`src/rtl/matmul_pkg.sv`:
```
// Shared definitions for the matrix-multiply engine and the APB slave that feeds it:
// control-register field offsets and the engine's FSM state encoding.
package matmul_pkg;

   localparam int CTRL_START  = 0;
   localparam int CTRL_BIAS   = 1;
   localparam int CTRL_N      = 8;
   localparam int CTRL_K      = 10;
   localparam int CTRL_M      = 12;
   localparam int DIM_FIELD_W = 2;

   typedef enum logic [2:0] {
      IDLE,
      INIT,
      LOAD,
      MAC,
      DONE
   } state_e;

endpackage

```
`src/rtl/matmul_pe.sv`:
```
// Single processing element: signed DWxDW multiply, sign-extended to BW and added
// to the running accumulator, with a signed-overflow flag for that addition.
module matmul_pe #(
   parameter int DATA_WIDTH = 8,
   parameter int BUS_WIDTH  = 32
) (
   input  logic signed [DATA_WIDTH-1:0] a_i,
   input  logic signed [DATA_WIDTH-1:0] b_i,
   input  logic        [BUS_WIDTH-1:0]  acc_i,
   output logic        [BUS_WIDTH-1:0]  sum_o,
   output logic                         ov_o
);

   localparam int PW = 2 * DATA_WIDTH;

   logic signed [PW-1:0]        product;
   logic signed [BUS_WIDTH-1:0] productExt;

   assign product    = PW'(a_i) * PW'(b_i);
   assign productExt = BUS_WIDTH'(product);
   assign sum_o      = acc_i + productExt;

   // Overflow only when both addends share a sign and the sum's sign differs.
   assign ov_o = (acc_i[BUS_WIDTH-1] == productExt[BUS_WIDTH-1]) &&
                 (sum_o[BUS_WIDTH-1] != acc_i[BUS_WIDTH-1]);

endmodule

```
`src/rtl/matmul_mac_engine.sv`:
```
// Sequential matrix-multiply engine: one MAC per cycle computes
// C[i][j] = bias + sum_k A[i][k]*B[k][j] and pulses EOP when all elements are stored.
module matmul_mac_engine
   import matmul_pkg::*;
#(
   parameter int DATA_WIDTH = 8,
   parameter int BUS_WIDTH  = 32
) (
   input  logic                                                         clk_i,
   input  logic                                                         rst_n_i,
   input  logic [15:0]                                                  control_reg_i,
   input  logic [BUS_WIDTH*(BUS_WIDTH/DATA_WIDTH)-1:0]                  operand_A_i,
   input  logic [BUS_WIDTH*(BUS_WIDTH/DATA_WIDTH)-1:0]                  operand_B_i,
   input  logic [BUS_WIDTH*(BUS_WIDTH/DATA_WIDTH)*(BUS_WIDTH/DATA_WIDTH)-1:0] operand_C_i,
   output logic [BUS_WIDTH*(BUS_WIDTH/DATA_WIDTH)*(BUS_WIDTH/DATA_WIDTH)-1:0] result_o,
   output logic [(BUS_WIDTH/DATA_WIDTH)*(BUS_WIDTH/DATA_WIDTH)-1:0]     ov_o,
   output logic                                                         EOP_o,
   output logic                                                         busy_o
);

   localparam int MAX_DIM = BUS_WIDTH / DATA_WIDTH;
   localparam int IW      = $clog2(MAX_DIM);
   localparam int NEL     = MAX_DIM * MAX_DIM;

   state_e                state_q, state_d;
   logic                  startPrev_q;
   logic                  biasEn_q;
   logic [IW-1:0]         mDim_q, nDim_q, kDim_q;
   logic [IW-1:0]         iIdx_q, jIdx_q, kIdx_q;
   logic [BUS_WIDTH-1:0]  acc_q;
   logic                  accOv_q;
   logic [BUS_WIDTH-1:0]  result_q [NEL];
   logic [NEL-1:0]        ov_q;
   logic                  eop_q;

   logic signed [DATA_WIDTH-1:0] aElem [MAX_DIM][MAX_DIM];
   logic signed [DATA_WIDTH-1:0] bElem [MAX_DIM][MAX_DIM];
   logic [BUS_WIDTH-1:0]         cElem [NEL];
   logic [2*IW-1:0]              elemIdx;
   logic [BUS_WIDTH-1:0]         peSum;
   logic                         peOv;
   logic                         startEdge, lastK, lastElem;
   logic                         ctrlUnused;

   function automatic logic [IW-1:0] clampDim(input logic [DIM_FIELD_W-1:0] field);
      logic [31:0] fieldExt;
      fieldExt = 32'(field);
      if (fieldExt >= 32'(MAX_DIM)) clampDim = IW'(MAX_DIM - 1);
      else                          clampDim = IW'(fieldExt);
   endfunction

   for (genvar r = 0; r < MAX_DIM; r++) begin : gUnpackRow
      for (genvar e = 0; e < MAX_DIM; e++) begin : gUnpackElem
         assign aElem[r][e] = operand_A_i[r*BUS_WIDTH + e*DATA_WIDTH +: DATA_WIDTH];
         assign bElem[r][e] = operand_B_i[r*BUS_WIDTH + e*DATA_WIDTH +: DATA_WIDTH];
      end
   end

   for (genvar e = 0; e < NEL; e++) begin : gElem
      assign cElem[e]                         = operand_C_i[e*BUS_WIDTH +: BUS_WIDTH];
      assign result_o[e*BUS_WIDTH +: BUS_WIDTH] = result_q[e];
   end

   assign ov_o       = ov_q;
   assign EOP_o      = eop_q;
   assign busy_o     = (state_q != IDLE);
   assign ctrlUnused = ^{control_reg_i[15:14], control_reg_i[7:2]};

   assign startEdge = control_reg_i[CTRL_START] & ~startPrev_q;
   assign elemIdx   = {iIdx_q, jIdx_q};
   assign lastK     = (kIdx_q == kDim_q);
   assign lastElem  = (iIdx_q == mDim_q) && (jIdx_q == nDim_q);

   matmul_pe #(
      .DATA_WIDTH (DATA_WIDTH),
      .BUS_WIDTH  (BUS_WIDTH)
   ) uPe (
      .a_i   (aElem[iIdx_q][kIdx_q]),
      .b_i   (bElem[kIdx_q][jIdx_q]),
      .acc_i (acc_q),
      .sum_o (peSum),
      .ov_o  (peOv)
   );

   always_ff @(posedge clk_i or negedge rst_n_i) begin
      if (!rst_n_i) state_q <= IDLE;
      else          state_q <= state_d;
   end

   always_comb begin
      state_d = state_q;
      case (state_q)
         IDLE:    if (startEdge) state_d = INIT;
         INIT:    state_d = LOAD;
         LOAD:    state_d = MAC;
         MAC:     if (lastK) state_d = lastElem ? DONE : LOAD;
         DONE:    state_d = IDLE;
         default: state_d = IDLE;
      endcase
   end

   // The store of each element is folded into its final MAC cycle, so the
   // accumulator never needs a separate write-back state.
   always_ff @(posedge clk_i or negedge rst_n_i) begin
      if (!rst_n_i) begin
         startPrev_q <= 1'b0;
         eop_q       <= 1'b0;
         biasEn_q    <= 1'b0;
         mDim_q      <= '0;
         nDim_q      <= '0;
         kDim_q      <= '0;
         iIdx_q      <= '0;
         jIdx_q      <= '0;
         kIdx_q      <= '0;
         acc_q       <= '0;
         accOv_q     <= 1'b0;
         ov_q        <= '0;
         for (int e = 0; e < NEL; e++) result_q[e] <= '0;
      end else begin
         startPrev_q <= control_reg_i[CTRL_START];
         eop_q       <= (state_q == DONE);
         case (state_q)
            INIT: begin
               for (int e = 0; e < NEL; e++) result_q[e] <= '0;
               ov_q     <= '0;
               mDim_q   <= clampDim(control_reg_i[CTRL_M +: DIM_FIELD_W]);
               nDim_q   <= clampDim(control_reg_i[CTRL_N +: DIM_FIELD_W]);
               kDim_q   <= clampDim(control_reg_i[CTRL_K +: DIM_FIELD_W]);
               biasEn_q <= control_reg_i[CTRL_BIAS];
               iIdx_q   <= '0;
               jIdx_q   <= '0;
               kIdx_q   <= '0;
            end
            LOAD: begin
               acc_q   <= biasEn_q ? cElem[elemIdx] : '0;
               accOv_q <= 1'b0;
               kIdx_q  <= '0;
            end
            MAC: begin
               acc_q   <= peSum;
               accOv_q <= accOv_q | peOv;
               kIdx_q  <= kIdx_q + 1'b1;
               if (lastK) begin
                  result_q[elemIdx] <= peSum;
                  ov_q[elemIdx]     <= accOv_q | peOv;
                  if (jIdx_q == nDim_q) begin
                     jIdx_q <= '0;
                     iIdx_q <= iIdx_q + 1'b1;
                  end else begin
                     jIdx_q <= jIdx_q + 1'b1;
                  end
               end
            end
            default: ;
         endcase
      end
   end

endmodule
```
`config.mk`:
```
export PLATFORM = sky130hd
export DESIGN_NAME = matmul_mac_engine
export DESIGN_NICKNAME = d
export VERILOG_FILES = /design/src/rtl/matmul_pkg.sv /design/src/rtl/matmul_pe.sv /design/src/rtl/matmul_mac_engine.sv
export SDC_FILE = /design/constraint.sdc
export NUM_CORES = 1
export LEC_CHECK = 0
export CORE_AREA = 3 3 512 514
export CTS_CLUSTER_SIZE = 10
export DETAILED_ROUTE_END_ITERATION = 10
export DIE_AREA = 0 0 515 517
export GPL_ROUTABILITY_DRIVEN = 0
export GPL_TIMING_DRIVEN = 0
export SETUP_SLACK_MARGIN = 0.4
export SLEW_MARGIN = 40
export SYNTH_ARGS = -nofsm -noshare
export SYNTH_HDL_FRONTEND = slang
export SYNTH_SLANG_ARGS = --single-unit
```
`constraint.sdc`:
```
create_clock -name clk_i -period 8.3 [get_ports clk_i]
set_clock_uncertainty 0.1 [all_clocks]
set_input_delay 1.66 -clock clk_i [delete_from_list [all_inputs] [get_ports clk_i]]
set_output_delay 1.66 -clock clk_i [all_outputs]
set_load 0.01 [all_outputs]
```
### Yosys cells after proc, flatten, opt, wreduce, memory -nomap -nowiden

Index checks and enable logic that the tools add are counted.

* div/mod/pow operators: 0
* bitwise logic cells: 7
* equal/unequal tests: 12
* multipliers: 1
* add/subtract/negate cells: 4
* shift operators: 0
* mux-type cells: 39
* $lt $le $gt $ge: 7
* reduce and logical (&&, ||, !) cells: 13

Operators by type and width (number)
* $pmux W512 S2: 1
* $bwmux W512: 1
* $mux W512: 1
* $mux W32: 8
* $bmux W32 S2: 2
* $bmux W32 S4: 1
* $demux W32 S4: 1
* $pmux W32 S2: 1
* $add A32 B32 Y32: 1
* $bmux W8 S2: 2
* $mux W8: 4
* $pmux W16 S2: 1
* $bwmux W16: 1
* $mul A8 B8 Y16: 1
* $mux W16: 1
* $pmux W2 S2: 3
* $pmux W3 S4: 1
* $ge A3 B3 Y1 const B: 3
* $mux W3: 3
* $not A2 Y3: 3
* $mux W2: 4
* $add A2 B1 Y2 const B: 3
* $eq A2 B2 Y1: 3
* $eq A3 B2 Y1 const B: 2
* other kinds (23): 31

* bits in latches: 0
* memories kept: 0
* logic and storage cells: 112
* bits in read-only memories: 0
* input bits: 786
* output and inout bits: 530
* bits in writable memories: 0
* register bits after elaboration: 579

### Longest topological paths before layout

* depth in word-level cells: 15
* gate-level depth with buffers: 35

### Hierarchy

A second synthesis with hierarchy kept.

* cells, all modules: 2376
* area, all modules: 31495.2 um2

By module, submodules not included
* matmul_mac_engine: cells each 1881, sequential area each 14488.9 um2, times used 1, area an instance 27413.8 um2
* matmul_pe: cells each 495, sequential area each 0.0 um2, times used 1, area an instance 4081.4 um2

### Worst setup path before layout

Ideal clock, no wire load.

* path kind: input to register
* start point: in operand_B_i[106]
* end point: reg result_q, in the netlist result_o[381]
* slack: -0.982 ns
* data required time: 8.065 ns
* stages on the path: 29
* arrival time: 9.047 ns
* buffers on the path: 1
* cells stage by stage: mux4_2 > mux4_2 > and2_1 > fa_1 > inv_1 > fa_1 > inv_1 > fa_1 > inv_1 > fa_1 > inv_1 > ha_1 > o21ai_1 > o21a_1 > nor4_1 > o31a_1 > nor2_1 > xnor2_2 > ha_1 > a21oi_1 > nor2b_1 > a311oi_1 > o31ai_4 > a41oi_1 > o21ai_1 > a21oi_2 > xor2_2 > buf_4 > o31ai_1

* word-level cells in the longest chain between the ends: 11

Ends and longest elaborated chain
* start: declaration: RTL line matmul_mac_engine.sv:13 `input logic [BUS_WIDTH*(BUS_WIDTH/DATA_WIDTH)-1:0] operand_B_i,`
* $bmux W32 S2: RTL line matmul_mac_engine.sv:79 `.b_i (bElem[kIdx_q][jIdx_q]),`
* $mux W32 (implied by the code) (2 in a row): RTL line matmul_mac_engine.sv:79
* $bmux W8 S2: RTL line matmul_mac_engine.sv:79
* $mux W8 (implied by the code) (2 in a row): RTL line matmul_mac_engine.sv:79
* $mul A8 B8 Y16: RTL line matmul_pe.sv:19 `assign product = PW'(a_i) * PW'(b_i);`
* $add A32 B32 Y32: RTL line matmul_pe.sv:21 `assign sum_o = acc_i + productExt;`
* $bwmux W512: RTL line matmul_mac_engine.sv:144 `result_q[elemIdx] <= peSum;`
* $mux W512: RTL line matmul_mac_engine.sv:143 `if (lastK) begin`
* $pmux W512 S2: RTL line matmul_mac_engine.sv:122 `case (state_q)`
* end signal: indexed assignment: RTL line matmul_mac_engine.sv:144
* end: declaration: RTL line matmul_mac_engine.sv:32 `logic [BUS_WIDTH-1:0] result_q [NEL];`

Every way passes these cells. The select of a mux whose other input is x is not followed.
A chain may end at the register's enable or synchronous reset.

### Worst setup path in the final report

* start point: in operand_A_i[118]
* end point: reg result_q, in the netlist result_o[127]

* word-level cells in the longest chain between the ends: 11

Ends and longest elaborated chain
* start: declaration: RTL line matmul_mac_engine.sv:12 `input logic [BUS_WIDTH*(BUS_WIDTH/DATA_WIDTH)-1:0] operand_A_i,`
* $bmux W32 S2: RTL line matmul_mac_engine.sv:78 `.a_i (aElem[iIdx_q][kIdx_q]),`
* $mux W32 (implied by the code) (2 in a row): RTL line matmul_mac_engine.sv:78
* $bmux W8 S2: RTL line matmul_mac_engine.sv:78
* $mux W8 (implied by the code) (2 in a row): RTL line matmul_mac_engine.sv:78
* $mul A8 B8 Y16: RTL line matmul_pe.sv:19
* $add A32 B32 Y32: RTL line matmul_pe.sv:21
* $bwmux W512: RTL line matmul_mac_engine.sv:144
* $mux W512: RTL line matmul_mac_engine.sv:143
* $pmux W512 S2: RTL line matmul_mac_engine.sv:122

Every way passes these cells. The select of a mux whose other input is x is not followed.

==> implementation parameters <==
Parameter                              Value

Status
  Outcome    finished with violations
  Violated checks    setup timing

Routing
  Total via count in the routed design    34400
  Number of remaining DRC errors    0
  Number of DRC markers after the initial detailed-route iteration    3141
  Drt pass-1 iters    6
  Detailed-route wire length    270000 um
  Average wire per cell in the routed design    34.2 um
  Via/cell ratio    4.35
  Antenna-violating nets left    0

Logic synthesis
  Mapped Area    31600 um^2
  Area share of the largest cell type after synthesis    0.459
  Number of cells produced by synthesis    2852
  Simple-gate portion of the synthesized area    0.122
  Largest family of logic cells by synthesized area    multiplexers
  Leading area contributor after synthesis    sky130_fd_sc_hd__dfrtp_1
  Predominant post-synthesis flop cell    sky130_fd_sc_hd__dfrtp_1
  Share of cell area taken by muxes after synthesis    0.174
  Warnings, synthesis    0
  Leading cell types by total area after synthesis    sky130_fd_sc_hd__dfrtp_1, sky130_fd_sc_hd__mux4_2, sky130_fd_sc_hd__nand3_1, sky130_fd_sc_hd__o21ai_0, sky130_fd_sc_hd__fa_1
  Register area share after synthesis    0.459
  Post-synth net total    3763
  EDFF count, synth    0
  Share of synthesized cell area in full adder, half adder and majority cells    0.0629
  Compound-gate portion of the synthesized area    0.122
  Proportion of synthesized flip-flops having asynchronous set or reset    1.00
  XOR/XNOR share of the synthesized area    0.0139
  Mean instance size in the synthesized netlist    11.1 um^2
  Cell variety after synth    61
  Yosys reg bits    579

STA
  Worst slack on hold paths    0.396 ns
  Number of pins with negative max-slew slack in the final report    0
  Final critical-path setup slack    -0.728 ns
  Final setup violation count    262
  Worst Tran Pin Value    1.02 ns
  Max_slew headroom    0.321
  Highest Clock Rate    111 MHz
  Setup repair after global routing missed its margin    yes
  Number of hold violations in the final report    0
  Shortest clock period the worst path allows after layout    9.03 ns
  Final Cycle Share    1.09

Cells and area
  Layout cell share with drive strength beyond 1    0.271
  Layout-stage area growth over the synthesis result    79.5%
  Area taken by multi-input logic gates    18100 um^2
  Post-layout net count    5348
  Final Instance Count excl. Fillers    7910
  FF/Latch Area    14500 um^2
  # fillers    27600

Critical path
  Combined buffer and inverter count along the critical path    8
  Kind of cell with the highest combined delay on the critical path    adder cells
  Required time at the worst-slack endpoint    8.71 ns
  Cell type of the slowest stage on the worst timing path    sky130_fd_sc_hd__mux4_2
  WP data arrival    9.44 ns
  Classification of the worst setup path    input pin to flop
  Kind of start point of the critical path    input pin
  Slowest stage delay, CP    0.57 ns
  Critical path capture point type    flop
  Largest fanout of any net on the critical path    10

Floorplanning
  Floorplan Core Area    257000 um^2
  Die outline height    517 um
  Number of rows in the core area    186
  Die Width    515 um
  Initial cell density of the core    0.123
  Number of I/O pins    1316
  Die Footprint    266000 um^2

Place
  Post-Place Cells    7561
  Number of buffers inserted by port buffering    1307
  Detailed placer's ending HPWL    218000 um

Global route
  First-pass GRT wire length    337000 um
  Via count of the first global-routing pass    34100
  Global route overflow    0
  Initial antenna violation count    129
  Global routing usage summed across all routing layers    0.192
  Maximum number of pins on one net before global-route repair    77

Clocking
  Hold-fix buffers, CTS    0
  Maximum buffer depth of the clock tree    3
  Maximum level of the CTS H-tree    3
  Count of clock tree sinks    579
  Clock-pin transition on the worst setup and hold timing paths    0.05 ns
  Clk Latency, worst-skew pair    0.71 ns
  Num CTS Buffers    73
  Clock root cell    sky130_fd_sc_hd__clkbuf_16
  TritonCTS clock tree    done

Job
  Max-Cap Viols    0

Worst hold path
  Hold/Removal Path Class    flop to flop
[cell usage after synthesis (8+ instances only)]
cell,count
sky130_fd_sc_hd__a211oi_1,11
sky130_fd_sc_hd__a21o_1,11
sky130_fd_sc_hd__a21oi_1,38
sky130_fd_sc_hd__a22oi_1,17
sky130_fd_sc_hd__a31oi_1,15
sky130_fd_sc_hd__and2_1,50
sky130_fd_sc_hd__buf_1,81
sky130_fd_sc_hd__buf_2,12
sky130_fd_sc_hd__clkbuf_1,185
sky130_fd_sc_hd__dfrtp_1,579
sky130_fd_sc_hd__fa_1,56
sky130_fd_sc_hd__ha_1,69
sky130_fd_sc_hd__inv_1,92
sky130_fd_sc_hd__mux4_2,239
sky130_fd_sc_hd__nand2_1,96
sky130_fd_sc_hd__nand2b_1,10
sky130_fd_sc_hd__nand3_1,546
sky130_fd_sc_hd__nor2_1,53
sky130_fd_sc_hd__nor2b_1,8
sky130_fd_sc_hd__o21ai_0,463
sky130_fd_sc_hd__o21ai_1,55
sky130_fd_sc_hd__o21ai_2,10
sky130_fd_sc_hd__o31ai_1,33
sky130_fd_sc_hd__xnor2_1,26
sky130_fd_sc_hd__xor2_1,16
[sequential cells by signal, indices dropped and copies added, names as in the netlist]
| name | flops |
|---|---|
| EOP_o | 1 |
| accOv_q | 1 |
| acc_q | 32 |
| biasEn_q | 1 |
| iIdx_q | 2 |
| jIdx_q | 2 |
| kDim_q | 2 |
| kIdx_q | 2 |
| mDim_q | 2 |
| nDim_q | 2 |
| ov_o | 16 |
| result_o | 512 |
| startPrev_q | 1 |
| state_q | 3 |
[per-stage QoR]
step / setup WS, ns / util / instance area, um^2 / setup TNS (ns)
floorplan: -0.391 / - / 31800 / -35.09
global placement: -20.75 / 0.191 / 49100 / -
detailed placement: -3.02 / 0.193 / 49700 / -898.94
CTS: -0.473 / 0.210 / 54000 / -62.10
global route: -0.833 / 0.220 / 56600 / -139.15
finish: -0.728 / 0.220 / 56600 / -93.26
[kinds of logic after synthesis]
group,count (synthesis)
adder cells (fa/ha/maj),125
AO/OA/AOI/OAI,693
XOR/XNOR,46
buffers and inverters,375
flip-flops,579
AND/OR/NAND/NOR,785
multiplexers,249
[worst register-to-register path: cells and delay by family (launching register included)]
kind | cells | cell delay, ns
AND/OR/NAND/NOR | 7 | 1.20
multiplexers | 2 | 1.01
XOR/XNOR | 2 | 0.40
AO/OA/AOI/OAI | 6 | 1.37
adder cells (fa/ha/maj) | 6 | 2.56
flip-flops | 1 | 0.32
buffers and inverters | 9 | 1.78
[placed cells by master, fill, tap and decap left out, types with 43 or more instances in the layout]
cell type,n
sky130_fd_sc_hd__clkdlybuf4s50_1,1062
sky130_fd_sc_hd__dfrtp_1,577
sky130_fd_sc_hd__nand3_1,542
sky130_fd_sc_hd__o21ai_0,249
sky130_fd_sc_hd__mux4_2,239
sky130_fd_sc_hd__o21ai_2,218
sky130_fd_sc_hd__clkbuf_1,102
sky130_fd_sc_hd__dlygate4sd2_1,98
sky130_fd_sc_hd__clkbuf_16,95
sky130_fd_sc_hd__buf_4,95
sky130_fd_sc_hd__buf_2,92
sky130_fd_sc_hd__inv_1,82
sky130_fd_sc_hd__clkbuf_2,68
sky130_fd_sc_hd__diode_2,67
sky130_fd_sc_hd__nand2_1,62
sky130_fd_sc_hd__o21ai_1,52
sky130_fd_sc_hd__fa_1,52
sky130_fd_sc_hd__buf_12,51
sky130_fd_sc_hd__buf_6,51
sky130_fd_sc_hd__buf_1,49
sky130_fd_sc_hd__nor2_1,44
sky130_fd_sc_hd__ha_1,43
[worst paths after layout]
kind / from / end / slack, ns / depth (start not counted)
setup / recovery: operand_A_i[118] / result_o[127] / -0.73 / 31
min in group asynchronous: rst_n_i / result_o[229] / 0.80 / 1
hold / removal: result_o[44] / result_o[44] / 0.40 / 2
hold reg to reg: result_o[44] / result_o[44] / 0.40 / 2
max in group asynchronous: rst_n_i / result_o[388] / 4.95 / 6
setup reg to reg: kIdx_q[1] / result_o[127] / -0.60 / 32
[what timing repair did]
action,in CTS,in global routing
cloned,11,5
resized for setup,838,591
pin swaps,92,224
setup buffers,103,65
setup endpoints to repair,474,413
[routing by layer]
metal	GRT usage	vias to the layer above	routed length, um
met3	0.0654	614	26600
met2	0.321	2355	128000
li1	-	13800	-
met4	0.0973	58	16700
met1	0.217	17600	98800
met5	0	-	397
[cell type report]
cell class | count | area share
Tap cell | 3384 | 0.0748
Multi-Input combinational cell | 1899 | 0.320
Sequential cell | 579 | 0.256
Clock buffer | 80 | 0.0333
Inverter | 94 | 0.00634
Timing Repair Buffer | 1509 | 0.271
Clock inverter | 17 | 0.00471
Buffer | 281 | 0.0314
Antenna cell | 67 | 0.00296
Power is not shown: default switching activity piles up to over one toggle a cycle in this logic, so the estimate is an artifact.
